File: src/rtl/pwm_duty_meter.sv
// PWM receiver: measures high time and period in ticks, reports 7-bit duty; result 3 clocks after the rising edge
// (3+FILT_LEN with PWM_GLITCH_FILTER_EN), no backpressure: a publish while Valid is still set raises sticky Overrun.
module pwm_duty_meter #(
    parameter int TICK_DIV      = 1000,
    parameter int MAX_DUTY      = 100,
    parameter int TIMEOUT_TICKS = 200
`ifdef PWM_GLITCH_FILTER_EN
    ,
    parameter int FILT_LEN      = 4
`endif
) (
    input  logic       Clock,
    input  logic       Reset,
    input  logic       PwmIn,
    output logic [6:0] Duty,
    output logic [7:0] Period,
    output logic       Valid,
    input  logic       Ack,
    output logic       Overrun,
    output logic       Timeout
);

    localparam int PW = (TICK_DIV > 1) ? $clog2(TICK_DIV) : 1;
    localparam int SW = $clog2(TIMEOUT_TICKS + 1);
    localparam logic [6:0] MAX_D7 = 7'(MAX_DUTY);
    localparam logic [7:0] MAX_D8 = 8'(MAX_DUTY);

    typedef enum logic [1:0] {IDLE, HIGH, LOW} state_t;

    state_t          state, state_nxt;
    logic            sync1, sync2, lvl, lvl_d;
    logic            rise, fall, edge_seen, tick;
    logic [PW-1:0]   presc, presc_cur;
    logic [7:0]      high_cnt, per_cnt;
    logic [SW-1:0]   since;
    logic            to_hit, pub_meas, pub_to, publish;

    always_ff @(posedge Clock) begin
        if (!Reset) begin
            sync1 <= 1'b0;
            sync2 <= 1'b0;
        end else begin
            sync1 <= PwmIn;
            sync2 <= sync1;
        end
    end

`ifdef PWM_GLITCH_FILTER_EN
    localparam int FW = $clog2(FILT_LEN + 1);
    logic          filt;
    logic [FW-1:0] fcnt;

    // Level follows the input only after FILT_LEN consecutive differing samples.
    always_ff @(posedge Clock) begin
        if (!Reset) begin
            filt <= 1'b0;
            fcnt <= '0;
        end else if (sync2 != filt) begin
            if (fcnt == FW'(FILT_LEN - 1)) begin
                filt <= sync2;
                fcnt <= '0;
            end else begin
                fcnt <= fcnt + 1'b1;
            end
        end else begin
            fcnt <= '0;
        end
    end
    assign lvl = filt;
`else
    assign lvl = sync2;
`endif

    always_ff @(posedge Clock) begin
        if (!Reset) lvl_d <= 1'b0;
        else        lvl_d <= lvl;
    end

    assign rise      = lvl & ~lvl_d;
    assign fall      = ~lvl & lvl_d;
    assign edge_seen = rise | fall;

    // A rise restarts the prescaler phase, so ticks land TICK_DIV clocks apart from each rise.
    assign presc_cur = rise ? '0 : presc;
    assign tick      = !rise && (presc == PW'(TICK_DIV - 1));

    always_ff @(posedge Clock) begin
        if (!Reset) presc <= '0;
        else        presc <= (presc_cur == PW'(TICK_DIV - 1)) ? '0 : presc_cur + 1'b1;
    end

    // Saturating at TIMEOUT_TICKS makes the timeout publish fire once per static episode.
    assign to_hit = tick && !edge_seen && (since == SW'(TIMEOUT_TICKS - 1));

    always_ff @(posedge Clock) begin
        if (!Reset)                                   since <= '0;
        else if (edge_seen)                           since <= '0;
        else if (tick && since != SW'(TIMEOUT_TICKS)) since <= since + 1'b1;
    end

    always_ff @(posedge Clock) begin
        if (!Reset) state <= IDLE;
        else        state <= state_nxt;
    end

    always_comb begin
        state_nxt = state;
        pub_meas  = 1'b0;
        pub_to    = 1'b0;
        if (to_hit) begin
            pub_to    = 1'b1;
            state_nxt = IDLE;
        end else begin
            case (state)
                IDLE: if (rise) state_nxt = HIGH;
                HIGH: if (fall) state_nxt = LOW;
                LOW: begin
                    if (rise) begin
                        pub_meas  = 1'b1;
                        state_nxt = HIGH;
                    end
                end
                default: state_nxt = IDLE;
            endcase
        end
    end

    assign publish = pub_meas | pub_to;

    always_ff @(posedge Clock) begin
        if (!Reset) begin
            high_cnt <= '0;
            per_cnt  <= '0;
        end else if (rise) begin
            high_cnt <= '0;
            per_cnt  <= '0;
        end else if (tick && state != IDLE) begin
            if (state == HIGH && high_cnt != 8'hFF) high_cnt <= high_cnt + 8'd1;
            if (per_cnt != 8'hFF)                   per_cnt  <= per_cnt + 8'd1;
        end
    end

    always_ff @(posedge Clock) begin
        if (!Reset) begin
            Duty    <= '0;
            Period  <= '0;
            Valid   <= 1'b0;
            Overrun <= 1'b0;
            Timeout <= 1'b0;
        end else begin
            if (pub_to) begin
                Duty   <= lvl ? MAX_D7 : 7'd0;
                Period <= 8'd0;
            end else if (pub_meas) begin
                Duty   <= (high_cnt > MAX_D8) ? MAX_D7 : high_cnt[6:0];
                Period <= per_cnt;
            end
            // A publish in the same cycle as Ack keeps Valid set.
            if (publish)  Valid <= 1'b1;
            else if (Ack) Valid <= 1'b0;
            if (publish && Valid && !Ack) Overrun <= 1'b1;
            if (pub_to)         Timeout <= 1'b1;
            else if (edge_seen) Timeout <= 1'b0;
        end
    end

endmodule
File: config.mk
export PLATFORM = sky130hd
export DESIGN_NAME = pwm_duty_meter
export DESIGN_NICKNAME = d
export VERILOG_FILES = /design/src/rtl/pwm_duty_meter.sv
export SDC_FILE = /design/constraint.sdc
export NUM_CORES = 1
export LEC_CHECK = 0
export BUFFER_PORTS_ARGS = -buffer_cell sky130_fd_sc_hd__clkbuf_2
export CAP_MARGIN = 40
export CELL_PAD_IN_SITES_DETAIL_PLACEMENT = 0
export CELL_PAD_IN_SITES_GLOBAL_PLACEMENT = 1
export CORE_UTILIZATION = 45
export CTS_CLUSTER_SIZE = 25
export DETAILED_ROUTE_END_ITERATION = 12
export PLACE_DENSITY = 0.82
export SYNTH_ARGS = -nofsm -noshare
export SYNTH_HDL_FRONTEND = slang
export SYNTH_SLANG_ARGS = --single-unit
export TNS_END_PERCENT = 100
File: constraint.sdc
create_clock -name Clock -period 2.9 [get_ports Clock]
set_input_delay 0.145 -clock Clock [delete_from_list [all_inputs] [get_ports Clock]]
set_output_delay 0.145 -clock Clock [all_outputs]
set_load 0.05 [all_outputs]
### After elaboration in Yosys (flattened, before gate mapping)

Cells that the tools add are included.
W data, S select, Z words.

* div/mod/pow operators: 0
* equal/unequal tests: 10
* multipliers: 0
* $lt $le $gt $ge: 1
* reduce and logical (&&, ||, !) cells: 25
* mux-type cells: 16
* bitwise gates (word level): 7
* add/subtract/negate cells: 4
* shift operators: 0

Operator list (number)
* $mux W7: 4
* $add A8 B1 Y8 const B: 3
* $ne A8 B8 Y1 const B: 3
* $eq A10 B10 Y1 const B: 2
* $reduce_or A2 Y1: 6
* $add A10 B1 Y10 const B: 1
* $mux W10: 1
* $eq A8 B8 Y1 const B: 1
* $gt A8 B7 Y1 const B: 1
* $logic_and A1 B1 Y1: 8
* $mux W1: 8
* $reduce_bool A2 Y1: 4
* $reduce_and A2 Y1: 3
* $mux W2: 2
* $pmux W2 S2: 1
* $logic_not A1 Y1: 3
* $not A1 Y1: 3
* $and A1 B1 Y1: 2
* $eq A2 B1 Y1 const B: 1
* $eq A2 B2 Y1 const B: 1
* $logic_not A2 Y1: 1
* $ne A2 B1 Y1 const B: 1
* $ne A2 B2 Y1 const B: 1
* $or A1 B1 Y1: 2

* logic and storage cells: 76
* memories: 0
* latch bits: 0
* RAM bits: 0
* register bits: 57
* memory bits (read-only): 0

### Longest topological paths before layout

Gate-level depths: netlist (run 1).

* depth after elaboration: 10
* mapped depth: 9

### Worst setup path before layout (run 1)

OpenSTA, ideal clock, no wires.

* path type: register to register
* start: reg lvl_d
* end: reg presc[6]
* clock period less this slack: 2.043 ns
* path slack: 0.857 ns
* arrival: 1.911 ns
* stages on the path, launching flop included: 10
* data required time: 2.768 ns
* cell sequence: dfxtp_1 -> inv_1 -> ha_1 -> clkbuf_1 -> nor2b_1 -> ha_1 -> nand2_1 -> or3_1 -> o21ai_0 -> nor3_1

* longest elaborated chain between the ends: 5

RTL lines
* from (decl): RTL line 31 `logic sync1, sync2, lvl, lvl_d;`
* from (signal assigned): RTL line 76 `else lvl_d <= lvl;`
* $not A1 Y1 *: RTL line 79 `assign rise = lvl & ~lvl_d;`
* $and A1 B1 Y1 *: RTL line 79
* $mux W10 *: RTL line 84 `assign presc_cur = rise ? '0 : presc;`
* branches (longest 2 deep; another with $add A10 B1 Y10)
* to (signal assigned): RTL line 89 `else presc <= (presc_cur == PW'(TICK_DIV - 1)) ? '0 : presc_cur + 1'b1;`
* to (decl): RTL line 33 `logic [PW-1:0] presc, presc_cur;`

Mark *: on every way between the ends.
A chain may end at the register's enable or synchronous reset.

### Worst setup path after layout (run 1)

* start: reg lvl_d
* end: reg per_cnt[4]

* longest elaborated chain between the ends: 6

RTL lines
* $not A1 Y1 *: RTL line 79
* $and A1 B1 Y1 *: RTL line 79
* $logic_not A1 Y1: RTL line 85 `assign tick = !rise && (presc == PW'(TICK_DIV - 1));`
* $logic_and A1 B1 Y1: RTL line 85
* $logic_and A1 B1 Y1: RTL line 137 `end else if (tick && state != IDLE) begin`
* $reduce_and A2 Y1 (no source line)
* to (signal assigned): RTL line 139 `if (per_cnt != 8'hFF) per_cnt <= per_cnt + 8'd1;`
* to (decl): RTL line 34 `logic [7:0] high_cnt, per_cnt;`

Every way passes the cells marked *; elsewhere a longest branch is shown, timed or not.

==> results of run 1 <==
==> flip-flops by register name, indices dropped and copies added (netlist names), 2 cells and up <==
| name | cells |
|---|---|
| Period | 8 |
| per_cnt | 8 |
| presc | 10 |
| state | 2 |
| since | 8 |
| high_cnt | 8 |
| Duty | 7 |
==> final timing paths <==
check / from / endpoint
worst max-delay path: lvl_d / per_cnt[4]
worst min-delay path: Ack / Valid
worst max register to register: lvl_d / per_cnt[4]
worst min register to register: sync1 / lvl
==> cell families (layout without fill, tap and decap cells) <==
group,Yosys count,in the layout,synth area share
fa+ha+maj,8,8,0.0368
mux,8,8,0.0299
xor+xnor,8,8,0.0257
simple gates,138,138,0.270
compound gates,72,72,0.176
flops,57,57,0.419
buf+inv,29,55,0.0423
==> worst min-delay path, stage by stage <==
cell and delay, ns:
clkbuf_2 0.07, nand2b_1 0.11, a21oi_1 0.06
==> synthesized netlist by cell type, types with 5 or more instances <==
| cell | instances |
|---|---|
| nor4_1 | 8 |
| inv_1 | 13 |
| mux2i_1 | 7 |
| a21oi_1 | 23 |
| or2_2 | 7 |
| nand4_1 | 11 |
| buf_2 | 5 |
| clkbuf_1 | 11 |
| o21ai_0 | 13 |
| xnor2_1 | 6 |
| dfxtp_1 | 57 |
| nor2_1 | 25 |
| nor3_1 | 6 |
| ha_1 | 8 |
| nand3_1 | 15 |
| o31ai_1 | 6 |
| nand2_1 | 35 |
==> metal layers <==
metal | vias to the layer above | global-route usage
met5 | - | 0
met4 | 0 | 0.141
met3 | 14 | 0.0480
met2 | 57 | 0.314
met1 | 1098 | 0.289
li1 | 1206 | -
==> final cells by class <==
cell class	count	area, sq um	share of cell area
multi-input combinational	234	1470	0.468
sequential	57	1140	0.364
timing repair buffer	26	145	0.0463
clock buffer	10	138	0.0439
clock inverter	6	105	0.0335
tap	72	90.1	0.0288
inverter	13	48.8	0.0156
==> report_power, final <==
group          leakage, uW  switching [uW]  internal (uW)
Clock             0.000126             329            589
Combinational     0.000527            36.1           18.8
Sequential        0.000460            5.44            789
Total              0.00111             370           1400
==> per-stage QoR <==
| step | setup WS, ns | hold WS, ns | instances | util | total power, uW |
|---|---|---|---|---|---|
| after floorplan | 0.857 | 0.272 | 320 | - | 850 |
| after global placement | 0.746 | 0.356 | 401 | 0.507 | 865 |
| after detailed placement | 0.688 | 0.353 | 401 | 0.507 | 866 |
| after CTS | 0.666 | 0.0824 | 418 | 0.552 | 1790 |
| after global routing | 0.476 | 0.118 | 418 | 0.552 | 1830 |
| final | 0.669 | 0.0913 | 418 | 0.552 | 1770 |
==> flow_metrics.tcl, run 1 <==
set metrics [dict create \
    start_util 0.479 \
    ant_nets 0 \
    slew_headroom 0.573 \
    drv_slew 0 \
    rows 27 \
    synth.top_cell.area_share 0.419 \
    cts_max_level 3 \
    setup_viol 0 \
    worstPathCellList "inv_1, ha_1, nor4b_4, nand4_2, buf_4, or4_1, a21oi_1" \
    synth_cell_type_count 49 \
    die_area_sq_um 6360 \
    r2r_slack_ns 0.67 \
    synth_seq_cells 57 \
    path_delay_family "simple AND/OR/NAND/NOR gates" \
    syn_area_sq_um 2720 \
    highest-signal-layer "met4" \
    final.min_clock_period_ns 2.23 \
    drc 0 \
    required_ns 3.17 \
    yosys-top-cells-area "dfxtp_1, nand2_1, a21oi_1" \
    overflow 0 \
    gp_congestion 0.780 \
    first_global_vias 2168 \
    syn_area_per_cell_sq_um 8.50 \
    synth_flop_cell "dfxtp_1" \
    place_hpwl_um 4100 \
    layout_commonest_cell "dfxtp_1" \
    met1Wirelength_um 2900 \
    drtIter0Drc 116 \
    final_cell_mix "dfxtp_1, nand2_1, nor2_1" \
    maxCapViolCount 0 \
    cts_buffers 9 \
    hold_path.class "input port to flop" \
    rsz0062_at_grt "no" \
    cts_root_buffer "clkbuf_8" \
    n_fill_cell 537 \
    worst_path_max_delay_cell "or4_1" \
    grt_pass1_wl_um 10400 \
    ir_drop_mv 0.365 \
    area_delta_synth_final_pct 15.1 \
    outcome "finished, final reports clean" \
    die_x_um 79.8 \
    timing.fmax_mhz 448 \
    antenna_found_initial 0 \
    crit_cells 7 \
    core_sq_um 5680 \
    worstSetupPathType "flop to flop" \
    fin_tns_setup_ns 0 \
    async_reset_ff_frac 0 \
    io_buffer_count 21 \
    syn_nets 332 \
    path_max_fanout 24 \
    critPathLaunchType "flop" \
    viasPerCell 5.68 \
    p_leak_uw 0.00111 \
    critPathMaxStageDelay_ns 0.51 \
    cts_sinks 57 \
    route.vias.total 2375 \
    yosysTopAreaCell "dfxtp_1" \
    synth-seq-area-share 0.419 \
    io-pin-count 22 \
    cts_resized 0 \
    hold_buffers 1 \
    fin_nets 353 \
    grt_max_degree 25 \
    cts.clk_slew.worst_paths_ns 0.06 \
    met2_length_um 2660 \
    tightest_slew_ns 0.641 \
    ff2ff_path_depth 7 \
    ys.warnings.count 0 \
    diodes 0 \
    track_usage 0.217 \
    holdPathStages 3 \
    cts_buffer_depth 2 \
    firstDrtPassIters 4 \
    arrival_ns 2.50 \
    cts_tree "yes" \
    drive_above_1_share 0.159 \
    dr_wl_met3_um 281 \
    die_h_um 79.8 \
    synth_edf_count 0 \
    final.period_utilization 0.769 \
    crit_buf_inv 2 \
    end_kind "flop" \
    clk_latency_ns 0.35 \
    skew_ns 0.0103 \
    power.density_nw_per_um2 564 \
    synth_cells 320 \
    place_area_sq_um 2880 \
    hold_violations 0 \
    wirelength_um 6010 \
    post_cts_buffers 0 \
    wl_per_cell_um 14.4 \
    design_area_sq_um 3130 \
]
(Power assumes the default switching activity.)
==> inputs of run 2 (changes only) <==
- CORE_UTILIZATION: 45 -> 40
- PLACE_DENSITY: 0.82 -> 0.77
- clock period: 2.9 -> 2 ns (I/O delays scaled with it)
==> run 2 against run 1 <==
Net effect:
- final area grew 6.9%
- die area grew 12%
- flip-flop and latch count is the same
- highest routed layer unchanged
==> flow_metrics.tcl, run 2 (synthesis results as in run 1) <==
set metrics [dict create \
    outcome "finished, final reports clean" \
    area_delta_synth_final_pct 23.1 \
    worstSetupPathType "flop to flop" \
    cts_tree "yes" \
    p_seq_frac 0.485 \
    ant_nets 0 \
    die_area_sq_um 7140 \
    die_x_um 84.5 \
    cts.clk_slew.worst_paths_ns 0.06 \
    largest_reg_flops 10 \
    cts_max_level 3 \
    rows 29 \
    wl_per_cell_um 14.1 \
    antenna_found_initial 0 \
    startpoint "lvl_d" \
    viasPerCell 5.61 \
    tightest_slew_ns 0.483 \
    route.vias.total 2473 \
    clk_latency_ns 0.34 \
    io-pin-count 22 \
    gp_congestion 0.862 \
    maxCapViolCount 0 \
    io_buffer_count 21 \
    first_global_vias 2208 \
    final_core_util 0.519 \
    diodes 0 \
    hold_path.class "input port to flop" \
    layout_commonest_cell "dfxtp_1" \
    start_util 0.421 \
    wirelength_um 6220 \
    r2r_slack_ns 0.11 \
    overflow 0 \
    firstDrtPassIters 4 \
    p_sw_uw 508 \
    crit_end "presc[6]" \
    final.min_clock_period_ns 1.89 \
    cts_buffers 9 \
    power_uw 2370 \
    ff2ff_path_depth 9 \
    drive_above_1_share 0.223 \
    cts_root_buffer "clkbuf_8" \
    place_hpwl_um 4430 \
    grt_pass1_wl_um 10100 \
    end_kind "flop" \
    final.period_utilization 0.943 \
    p_comb_frac 0.045 \
    switching_share 0.214 \
    cts_sinks 57 \
    top_register "presc" \
    timing.fmax_mhz 530 \
    die_h_um 84.5 \
    drtIter0Drc 116 \
    ir_drop_mv 0.396 \
    power.share.clock 0.471 \
    final_cell_mix "dfxtp_1, nand2_1, nor2_1" \
    place_area_sq_um 3030 \
    drc 0 \
    arrival_ns 2.11 \
    reg2reg_from "lvl_d" \
    hold_violations 0 \
    cts_buffer_depth 2 \
    power.density_nw_per_um2 709 \
    p_leak_uw 0.00121 \
    timing.rr.end "presc[6]" \
    fin_nets 371 \
    critPathLaunchType "flop" \
    slew_headroom 0.675 \
    path_max_fanout 9 \
    skew_ns 0.00761 \
    core_sq_um 6460 \
    design_area_sq_um 3350 \
    setup_viol 0 \
    drv_slew 0 \
    required_ns 2.22 \
    grt_max_degree 28 \
    track_usage 0.180 \
    p_int_uw 1870 \
]
run 2: changes by cell type in the layout (fill, tap and decap cells not counted), sizes merged:
cell	before	now
clkinv	3	1
bufinv	3	1
buf	4	21
clkbuf	31	36
run 2: metrics by stage:
| stage | setup TNS, ns | std cells | setup WS, ns | hold WS (ns) |
|---|---|---|---|---|
| floorplan | 0 | 320 | 0.0346 | 0.227 |
| global placement | 0 | 422 | 0.0641 | 0.310 |
| detailed placement | -0.00145 | 422 | -0.00145 | 0.315 |
| CTS | 0 | 439 | 0.0168 | 0.0398 |
| global route | -0.0372 | 441 | -0.0189 | 0.0942 |
| finish | 0 | 441 | 0.114 | 0.0554 |
run 2: worst max-delay path: stages (launching register included):
cell and delay [ns]:
dfxtp_1 0.33, inv_1 0.04, ha_2 0.18, buf_4 0.17
nor2b_4 0.14, ha_4 0.14, nand2_1 0.07, or3_4 0.43
o21ai_4 0.19, nor3_1 0.07
run 2: worst min-delay path by stage:
| stage | end | cells after the start | startpoint | slack, ns |
|---|---|---|---|---|
| 3_3_place_gp | sync1 | 2 | PwmIn | 0.31 |
| 6_report | Valid | 3 | Ack | 0.06 |
| 4_1_cts | Valid | 3 | Ack | 0.04 |
| 5_1_grt | Overrun | 3 | Ack | 0.09 |
| 2_1_floorplan | sync1 | 1 | PwmIn | 0.23 |
| 3_5_place_dp | sync1 | 2 | PwmIn | 0.32 |
run 2: cell type report:
cell class / instances / area (sq um)
Clock buffer: 14 / 173
Clock inverter: 2 / 35.0
Tap cell: 77 / 96.3
Timing Repair Buffer: 44 / 323
Fill cell: 619 / 3110
Sequential cell: 57 / 1140
Inverter: 13 / 48.8
Multi-Input combinational cell: 234 / 1530
run 2: routing by layer:
metal  vias up  part of all wire  GRT usage
met4         0             0.015     0.0786
met3        11             0.038     0.0501
li1       1249                 -          -
met5         -                 0          0
met1      1170              0.47      0.227
met2        43              0.48      0.288
run 2: power by group through the flow:
stage               combinational (uW)  clock [uW]  sequential (uW)
detailed placement                94.2           0             1170
CTS                               97.3        1160             1150
floorplan                         59.4           0             1170
global placement                  94.0           0             1170
finish                             106        1120             1150
global route                       119        1200             1150
run 2: timing repair:
action / CTS / global route
hold endpoints to repair: 1 / 0
setup buffers: 0 / 1
pin swaps: 0 / 5
setup endpoints to repair: 2 / 29
hold buffers: 1 / 0
resized for setup: 2 / 14
cloned: 0 / 1
